File: src/rtl/lcd_pkg.sv
// Shared types and constants for the HD44780 8-bit sequencer.
// Command values, init length, FSM states and the init wait selector.
package lcd_pkg;

    typedef enum logic [2:0] {
        S_POWERON,
        S_LOAD,
        S_SETUP,
        S_PULSE,
        S_HOLD,
        S_EXEC,
        S_IDLE
    } state_e;

    typedef enum logic [1:0] {
        W_INIT1,
        W_INIT2,
        W_EXEC,
        W_LONG
    } wait_sel_e;

    typedef struct packed {
        logic [7:0] data;
        wait_sel_e  wsel;
    } rom_entry_t;

    localparam logic [7:0] CMD_CLEAR    = 8'h01;
    localparam logic [7:0] CMD_HOME     = 8'h02;
    localparam logic [7:0] CMD_FUNC_8B  = 8'h30;
    localparam logic [7:0] CMD_FUNC_2L  = 8'h38;
    localparam logic [7:0] CMD_DISP_OFF = 8'h08;
    localparam logic [7:0] CMD_ENTRY    = 8'h06;

    localparam int INIT_LEN = 7;

    // Clear (0x01) and the two return-home encodings (0x02/0x03) need the long wait.
    function automatic logic is_long_cmd(input logic rs, input logic [7:0] data);
        return !rs && (data == CMD_CLEAR || data == CMD_HOME || data == 8'h03);
    endfunction

endpackage

File: src/rtl/lcd_init_rom.sv
// Power-on init sequence: maps step index to the byte written and
// which execution wait follows it. Purely combinational.
module lcd_init_rom
    import lcd_pkg::*;
(
    input  logic [2:0] idx,
    output rom_entry_t entry
);

    always_comb begin
        entry = '{data: CMD_ENTRY, wsel: W_EXEC};
        case (idx)
            3'd0:    entry = '{data: CMD_FUNC_8B,  wsel: W_INIT1};
            3'd1:    entry = '{data: CMD_FUNC_8B,  wsel: W_INIT2};
            3'd2:    entry = '{data: CMD_FUNC_8B,  wsel: W_EXEC};
            3'd3:    entry = '{data: CMD_FUNC_2L,  wsel: W_EXEC};
            3'd4:    entry = '{data: CMD_DISP_OFF, wsel: W_EXEC};
            3'd5:    entry = '{data: CMD_CLEAR,    wsel: W_LONG};
            default: entry = '{data: CMD_ENTRY,    wsel: W_EXEC};
        endcase
    end

endmodule

File: src/rtl/lcd_ctrl.sv
// HD44780 8-bit write sequencer: autonomous power-on init, then one host
// byte per valid/ready handshake with setup/pulse/hold and execution waits.
module lcd_ctrl
    import lcd_pkg::*;
#(
    parameter int T_POWERON   = 750000,
    parameter int T_INIT1     = 205000,
    parameter int T_INIT2     = 5000,
    parameter int T_SETUP     = 2,
    parameter int T_PULSE     = 12,
    parameter int T_HOLD      = 2,
    parameter int T_EXEC      = 2000,
    parameter int T_EXEC_LONG = 80000,
    parameter int CW          = 20
) (
    input  logic       clk,
    input  logic       reset,
    input  logic       req_valid,
    input  logic       req_rs,
    input  logic [7:0] req_data,
    output logic       req_ready,
    output logic       init_done,
    output logic       busy,
    output logic       lcd_rs,
    output logic       lcd_rw,
    output logic       lcd_en,
    output logic [7:0] lcd_data
);

    state_e        state, state_nxt;
    logic [CW-1:0] timer;
    logic [CW-1:0] t_len;
    logic [CW-1:0] exec_len;
    logic [2:0]    idx;
    rom_entry_t    rom;
    logic          t_done;
    logic          accept;

    logic          en_d, ready_d, busy_d, done_d, rs_d;
    logic [7:0]    data_d;

    lcd_init_rom u_rom (
        .idx   (idx),
        .entry (rom)
    );

    assign lcd_rw = 1'b0;
    assign accept = req_valid && req_ready;

    // During init the ROM picks the wait; afterwards it follows the latched byte.
    always_comb begin
        exec_len = CW'(T_EXEC);
        if (!init_done) begin
            case (rom.wsel)
                W_INIT1: exec_len = CW'(T_INIT1);
                W_INIT2: exec_len = CW'(T_INIT2);
                W_LONG:  exec_len = CW'(T_EXEC_LONG);
                default: exec_len = CW'(T_EXEC);
            endcase
        end else if (is_long_cmd(lcd_rs, lcd_data)) begin
            exec_len = CW'(T_EXEC_LONG);
        end
    end

    always_comb begin
        case (state)
            S_POWERON: t_len = CW'(T_POWERON);
            S_SETUP:   t_len = CW'(T_SETUP);
            S_PULSE:   t_len = CW'(T_PULSE);
            S_HOLD:    t_len = CW'(T_HOLD);
            S_EXEC:    t_len = exec_len;
            default:   t_len = CW'(1);
        endcase
    end

    // Timer counts 0..T-1 within a state, so a state of length T lasts T cycles.
    assign t_done = (timer == t_len - CW'(1));

    always_comb begin
        state_nxt = state;
        case (state)
            S_POWERON: if (t_done) state_nxt = S_LOAD;
            S_LOAD:    state_nxt = S_SETUP;
            S_SETUP:   if (t_done) state_nxt = S_PULSE;
            S_PULSE:   if (t_done) state_nxt = S_HOLD;
            S_HOLD:    if (t_done) state_nxt = S_EXEC;
            S_EXEC: begin
                if (t_done) begin
                    if (!init_done && idx != 3'(INIT_LEN - 1))
                        state_nxt = S_LOAD;
                    else
                        state_nxt = S_IDLE;
                end
            end
            S_IDLE:    if (accept) state_nxt = S_SETUP;
            default:   state_nxt = S_POWERON;
        endcase
    end

    // Outputs are decoded from the next state and registered, so they line up
    // exactly with the state they describe.
    always_comb begin
        en_d    = (state_nxt == S_PULSE);
        ready_d = (state_nxt == S_IDLE);
        busy_d  = (state_nxt != S_IDLE);
        done_d  = init_done || (state == S_EXEC && state_nxt == S_IDLE);
        rs_d    = lcd_rs;
        data_d  = lcd_data;
        if (state == S_LOAD) begin
            rs_d   = 1'b0;
            data_d = rom.data;
        end else if (state == S_IDLE && accept) begin
            rs_d   = req_rs;
            data_d = req_data;
        end
    end

    always_ff @(posedge clk or posedge reset) begin
        if (reset) begin
            state     <= S_POWERON;
            timer     <= '0;
            idx       <= '0;
            lcd_en    <= 1'b0;
            lcd_rs    <= 1'b0;
            lcd_data  <= 8'h00;
            req_ready <= 1'b0;
            busy      <= 1'b1;
            init_done <= 1'b0;
        end else begin
            state <= state_nxt;
            if (state_nxt != state || state == S_IDLE)
                timer <= '0;
            else
                timer <= timer + CW'(1);
            if (state == S_EXEC && state_nxt == S_LOAD)
                idx <= idx + 3'd1;
            lcd_en    <= en_d;
            lcd_rs    <= rs_d;
            lcd_data  <= data_d;
            req_ready <= ready_d;
            busy      <= busy_d;
            init_done <= done_d;
        end
    end

endmodule

File: config.mk
export PLATFORM = sky130hd
export DESIGN_NAME = lcd_ctrl
export DESIGN_NICKNAME = d
export VERILOG_FILES = /design/src/rtl/lcd_pkg.sv /design/src/rtl/lcd_init_rom.sv /design/src/rtl/lcd_ctrl.sv
export SDC_FILE = /design/constraint.sdc
export NUM_CORES = 1
export LEC_CHECK = 0
export ABC_AREA = 1
export CAP_MARGIN = 20
export CORE_MARGIN = 2
export CORE_UTILIZATION = 38
export DETAILED_ROUTE_END_ITERATION = 8
export PLACE_DENSITY = 0.7
export SYNTH_ARGS = -nofsm -noshare
export SYNTH_HDL_FRONTEND = slang
export SYNTH_SLANG_ARGS = --single-unit
File: constraint.sdc
create_clock -name clk -period 2.6 [get_ports clk]
set_clock_uncertainty 0.05 [all_clocks]
set_input_delay 0.52 -clock clk [delete_from_list [all_inputs] [get_ports clk]]
set_output_delay 0.52 -clock clk [all_outputs]
set_load 0.1 [all_outputs]
==> results of run 1 <==
sequential cells by signal, indices dropped and copies added, names as in the netlist:
register   flops
init_done      1
lcd_rs         1
req_ready      1
state          3
idx            3
lcd_data       8
timer         20
busy           1
lcd_en         1
Yosys cell counts, types with 2 or more instances:
cell type	number
nand3_2	7
nor4_1	2
a21oi_1	5
buf_6	2
ha_1	8
a22o_1	3
nand4_1	7
nor2_2	2
nand3_4	2
nand2_1	108
nand3_1	47
nor3_1	12
dfrtp_1	38
inv_2	5
or2_2	2
inv_1	52
nand3b_1	2
nor2_4	15
xor2_1	15
nand2_2	9
nor2_1	46
o21ai_0	8
and2_1	2
worst register-to-register path, delay by kind of cell (launching register included):
family,cells,cell delay (ns)
and+or+nand+nor,11,0.95
buffers and inverters,5,0.59
DFF,1,0.45
adders and majority gates,2,0.30
xor gates and xnor gates,1,0.28
cells by family (layout without fill, tap and decap cells):
logic type      Yosys count  in the layout  share of synthesized area
flops                    39             39                      0.331
xor+xnor                 16             16                     0.0475
simple gates            266            266                      0.454
other cells               1              1                    0.00127
buf+inv                  63            152                     0.0958
compound gates           18             18                     0.0364
fa+ha+maj                 8              8                     0.0339
power by group:
group	internal [mW]	switching (mW)
clock network	0.214	0.215
registers	0.606	0
logic	0.0166	0.0210
total	0.837	0.236
cell type report:
cell class | count | area, um2 | share of cell area
Multi-Input combinational cell | 309 | 1960 | 0.475
Sequential cell | 39 | 1010 | 0.244
Timing Repair Buffer | 87 | 716 | 0.174
Inverter | 57 | 221 | 0.0537
Tap cell | 102 | 128 | 0.0310
Clock buffer | 7 | 86.3 | 0.0209
Clock inverter | 1 | 5.00 | 0.00121
worst min-delay path by stage:
stage	from	endpoint	slack (ns)	cells after the start
5_1_grt	lcd_data[2]	lcd_data[2]	0.52	2
6_report	lcd_data[4]	lcd_data[4]	0.46	2
4_1_cts	lcd_data[4]	lcd_data[4]	0.46	2
3_3_place_gp	lcd_data[2]	lcd_data[2]	0.44	2
2_1_floorplan	idx[0]	idx[0]	0.44	1
3_5_place_dp	lcd_data[4]	lcd_data[4]	0.44	2
per-layer routing:
| metal | track usage | wire length [um] | up-vias |
|---|---|---|---|
| li1 | - | - | 1471 |
| met1 | 0.278 | 3710 | 1420 |
| met2 | 0.346 | 4140 | 62 |
| met3 | 0.0279 | 282 | 12 |
| met4 | 0.0647 | 148 | 0 |
| met5 | 0 | 0 | - |
what timing repair did:
action,4_1_cts,5_1_grt
setup endpoints to repair,27,28
setup buffers,12,2
gates resized for setup,48,34
cloned,3,0
pin swaps,28,24
hold buffers,0,0
==> flow_summary.toml, run 1 <==
[clock_tree]
cts_made_buffers = 5
clk_pin_slew_ns = 0.08
clock_path_buffers = 2
h-tree-depth = 2
root_buffer = "clkbuf_8"
clock_latency_ns = 0.30
cts_tree = "built"
clock-sinks = 39

[floorplanning]
initial_utilization = 0.388
rows = 32
dieArea_um2 = 8490
fp.dieW_um = 92.2
boundaryPins = 26
coreArea_um2 = 7610
die_h_um = 92.2

[synthesis]
ys_seq_area_frac = 0.331
netlist_area_um2 = 2950
yosysWarnings = 0
syn_inst = 411
syn_nets = 431
synth.ff_latch_count = 39
synth_area_leader_cell = "dfrtp_1"
synth_async_sr_flop_share = 1.00
synth_edf_count = 0
synth_top_area_share = 0.322
synth_area_leaders = "dfrtp_1 (32%), nand2_1 (14%), nand3_1 (8.0%)"
yosysUniqueCellTypes = 35
postSynthAreaPerCell_um2 = 7.18
synth_ff_type = "dfrtp_1"

[pwr]
p_total_mw = 1.07
vdd_drop_max_mv = 0.189
leakage_nw = 2.02
power-per-cell-area_nw_per_um2 = 260

[route]
ant_nets = 0
vias = 2965
wirelength_um = 8280
firstDrtPassIters = 4
vias_per_cell = 4.93
drcViolationCount = 0
drt_iter0_drc = 174
avgRoutedWirePerCell_um = 13.8

[placed_design]
dp_slack_ns = -0.248
post_dp_cell_area_um2 = 3650
gp_congestion = 1.01
post-place-cells = 582
io_buffers = 24
hpwl_um = 6060

[grt]
grt_pass1_wl_um = 14000
grt_start_max_net_pins = 17
antenna_found_initial = 0
grt_pass1_vias = 2902
gr-total-overflow = 0
grtUsageTotal = 0.207

[worst_setup_path]
arrival_ns = 2.84
path_cells = "inv_2 > ha_4 > nand2_4 > ha_4 > nor2_1 > nor2_2 > nand2_4 > buf_4 > xor2_1 > inv_1 > nand3_2 > nor2_4 > nand3_2 > nand2_1 > inv_1 > nand3_2 > nand3_4 > buf_8 > nor2_4"
crit_top_cell = "nand3_2"
critPathRequiredTime_ns = 2.73
critPathMaxFanout = 5
slowest_stage = "dfrtp_2"
r2r-start = "idx[1]"
worstSetupEndpointType = "register"
critical-path-max-stage-delay_ns = 0.45
cpLargestDelayFamily = "simple AND/OR/NAND/NOR gates"
rr_worst_depth = 19
critical_path_class = "reg -> reg"
startpoint = "idx[1]"
path_depth = 19
timing.rr.end = "timer[19]"
critPathBufInv = 5
crit_end = "timer[19]"
rrSetupSlack_ns = -0.11
cp-start-kind = "register"

[sta]
fin_ws_ns = -0.112
fin_crit_sh = 1.04
holdWs_ns = 0.465
relSlewSlack = 0.584
setup_viol = 23
finalSetupTns_ns = -1.95
worst_pin_slew_ns = 0.623
final-max-slew-violation-count = 0
fmaxAchievable_ghz = 0.369
hold_violations = 0
rsz0062_at_grt = "true"
fin_crit_ns = 2.71

[final_layout]
final_cells = 602
drive_gt1_frac = 0.386
final_cell_area_um2 = 4120
final_nets = 519
nFillCells = 729
post-route-util = 0.542
n_antenna_cell = 0
mostFrequentLayoutCells = "nand2_1 (93), buf_4 (70), inv_1 (50)"
area.growth.synth_to_final_pct = 39.6
final_common_cell = "nand2_1"

[flow_run]
cap_violations = 0

[outcome]
status = "finished with violations"
failed_checks = "setup timing"

[worst_hold_path]
hold_path.class = "reg -> reg"
Power figures use the tool's default switching activity.
==> run 2: changes to the inputs <==
--- a/config.mk
+++ b/config.mk
@@ -10,7 +10,8 @@
 export CORE_MARGIN = 2
 export CORE_UTILIZATION = 38
 export DETAILED_ROUTE_END_ITERATION = 8
-export PLACE_DENSITY = 0.7
+export PLACE_DENSITY = 0.69
 export SYNTH_ARGS = -nofsm -noshare
 export SYNTH_HDL_FRONTEND = slang
+export SYNTH_HIERARCHICAL = 1
 export SYNTH_SLANG_ARGS = --single-unit
==> flow_summary.toml, run 2 <==
[outcome]
status = "finished with violations"
failed_checks = "setup timing"

[flow_run]
cap_violations = 0

[pwr]
p_total_mw = 1.06
vdd_drop_max_mv = 0.141
leakage_nw = 1.93
power-per-cell-area_nw_per_um2 = 260

[final_layout]
reg_top3 = "timer (20), lcd_data (8)"
top_register = "timer"
regArea_um2 = 1000
n_antenna_cell = 0
area.growth.synth_to_final_pct = 35.8
drive_gt1_frac = 0.353
final_nets = 526
final_common_cell = "nand2_1"
multi_input_area_um2 = 1850
post-route-util = 0.530
nFillCells = 729
largest_register_ffs = 20
mostFrequentLayoutCells = "nand2_1 (89), buf_4 (83), nor2_1 (46)"

[grt]
use_met2 = 0.339
grt_start_max_net_pins = 18
gr-total-overflow = 0
grt_pass1_vias = 2886
use_met3 = 0.0220
antenna_found_initial = 0
met1_usage = 0.244
top_usage_layer = "met2"
grt_pass1_wl_um = 13200
grtUsageTotal = 0.192

[synthesis]
synth_area_leaders = "dfrtp_1 (32%), nand2_1 (12%), nor2_1 (7.1%)"
synth_edf_count = 0
ys_seq_area_frac = 0.325
synth_async_sr_flop_share = 1.00
syn_inst = 416
yosysUniqueCellTypes = 38
synth_ff_type = "dfrtp_1"
ys_top_cells_by_count = "nand2_1 (97), nor2_1 (57), inv_1 (49)"
postSynthAreaPerCell_um2 = 7.22
synth_top_area_share = 0.317
synth.ff_latch_count = 39
synth_area_leader_cell = "dfrtp_1"
synth.most_common_cell = "nand2_1"
yosysWarnings = 6
netlist_area_um2 = 3000

[route]
vias_per_cell = 4.79
drt_iter0_drc = 159
drcViolationCount = 0
ant_nets = 0
vias = 2917
firstDrtPassIters = 4
wirelength_um = 7720
avgRoutedWirePerCell_um = 12.7

[floorplanning]
initial_utilization = 0.391
fp.dieW_um = 92.9
die_h_um = 92.9
dieArea_um2 = 8630
coreArea_um2 = 7690
boundaryPins = 26
rows = 32

[clock_tree]
hold_buffers = 0
cts_made_buffers = 5
clock_path_buffers = 2
clk_pin_slew_ns = 0.08
clock_latency_ns = 0.30
clock-sinks = 39
cts_tree = "built"
h-tree-depth = 2
root_buffer = "clkbuf_8"

[worst_setup_path]
cp-start-kind = "register"
worstSetupEndpointType = "register"
critical_path_class = "reg -> reg"
rr_worst_depth = 23
critPathMaxFanout = 6
path_cells = "inv_2 > nor2_4 > buf_4 > ha_4 > nor2_4 > nor2_2 > nand2_2 > nand2_2 > nor2_4 > nand3_4 > nand3_2 > nand2_2 > nor2_4 > nand3b_1 > nor2_4 > nand3_2 > nand2_2 > nand2_2 > nand2_2 > nand2_2 > nand2_4 > buf_6 > nor2_1"
slowest_stage = "dfrtp_1"
arrival_ns = 3.05
crit_top_cell = "nand2_2"
critical-path-max-stage-delay_ns = 0.39
rrSetupSlack_ns = -0.31
critPathRequiredTime_ns = 2.74

[sta]
fin_crit_sh = 1.12
hold_violations = 0
fin_ws_ns = -0.312
fin_crit_ns = 2.91
rsz0062_at_grt = "true"
relSlewSlack = 0.659
fmaxAchievable_ghz = 0.343
final-max-slew-violation-count = 0
worst_pin_slew_ns = 0.511
setup_viol = 28

[worst_hold_path]
hold_path.class = "in -> async"

[placed_design]
gp_congestion = 0.972
io_buffers = 24
hpwl_um = 5940
run 2: changes by cell type in the layout (fill, tap and decap cells not counted), moves of 5 or more:
| cell | delta |
|---|---|
| a31oi_1 | +8 |
| buf_4 | +13 |
| inv_1 | -6 |
| inv_2 | +6 |
| nand2_4 | -5 |
| nand3_1 | -5 |
| nand4_1 | +7 |
| nor2_1 | +14 |
| nor3_1 | -8 |
| xor2_1 | +5 |
run 2: worst paths after layout:
kind,from,to
hold reg to reg,timer[19],timer[19]
min in group clk,timer[19],timer[19]
max in group asynchronous,reset,timer[5]
setup / recovery,idx[0],timer[19]
hold / removal,reset,lcd_data[5]
setup reg to reg,idx[0],timer[19]
run 2: through the flow:
step | setup WS, ns | cell area, um2 | setup TNS (ns) | cells | hold slack [ns]
5_1_grt | -0.525 | 4080 | -12.33 | 609 | 0.561
3_5_place_dp | -0.365 | 3790 | -7.65 | 590 | 0.530
3_3_place_gp | -0.293 | 3790 | -5.81 | 590 | 0.516
2_1_floorplan | -0.145 | 3080 | -1.43 | 417 | 0.486
4_1_cts | -0.257 | 4040 | -5.13 | 607 | 0.530
6_report | -0.312 | 4080 | -6.63 | 609 | 0.506
run 2: final cells by class:
cell class,instances,share of cell area
clock buffer,7,0.0187
clock inverter,1,0.00123
inverter,55,0.0506
multi-input combinational,307,0.455
sequential,39,0.246
tap,102,0.0313
timing repair buffer,98,0.197
run 2: power by group:
| part | internal (mW) | total [mW] | switching, mW |
|---|---|---|---|
| Combinational | 0.0179 | 0.0406 | 0.0227 |
| Clock | 0.189 | 0.414 | 0.225 |
| Sequential | 0.606 | 0.606 | 0 |
run 2: critical path, delay by kind of cell, from the launching register on:
| kind | cells | cell delay [ns] |
|---|---|---|
| fa+ha+maj | 1 | 0.16 |
| buf+inv | 3 | 0.37 |
| flops | 1 | 0.39 |
| simple gates | 19 | 1.83 |
run 2: routing by layer:
metal  up-vias  share of wire
met3        12          0.036
li1       1491              -
met5         -              0
met4         0          0.015
met2        48           0.51
met1      1366           0.44
run 2: cells by family (layout without fill, tap and decap cells):
group,count (synthesis),after routing,share of synthesized area
other,2,3,0.00250
xor gates and xnor gates,24,24,0.0700
adders and majority gates,8,8,0.0333
and+or+nand+nor,250,251,0.420
buffers and inverters,72,161,0.107
DFF,39,39,0.325
AOI/OAI and AO/OA,21,21,0.0413
run 2: repair_timing:
item | in CTS | in global routing
pin swaps | 25 | 6
setup endpoints to repair | 29 | 29
setup buffers | 7 | 3
gates cloned | 2 | 0
resized for setup | 22 | 10
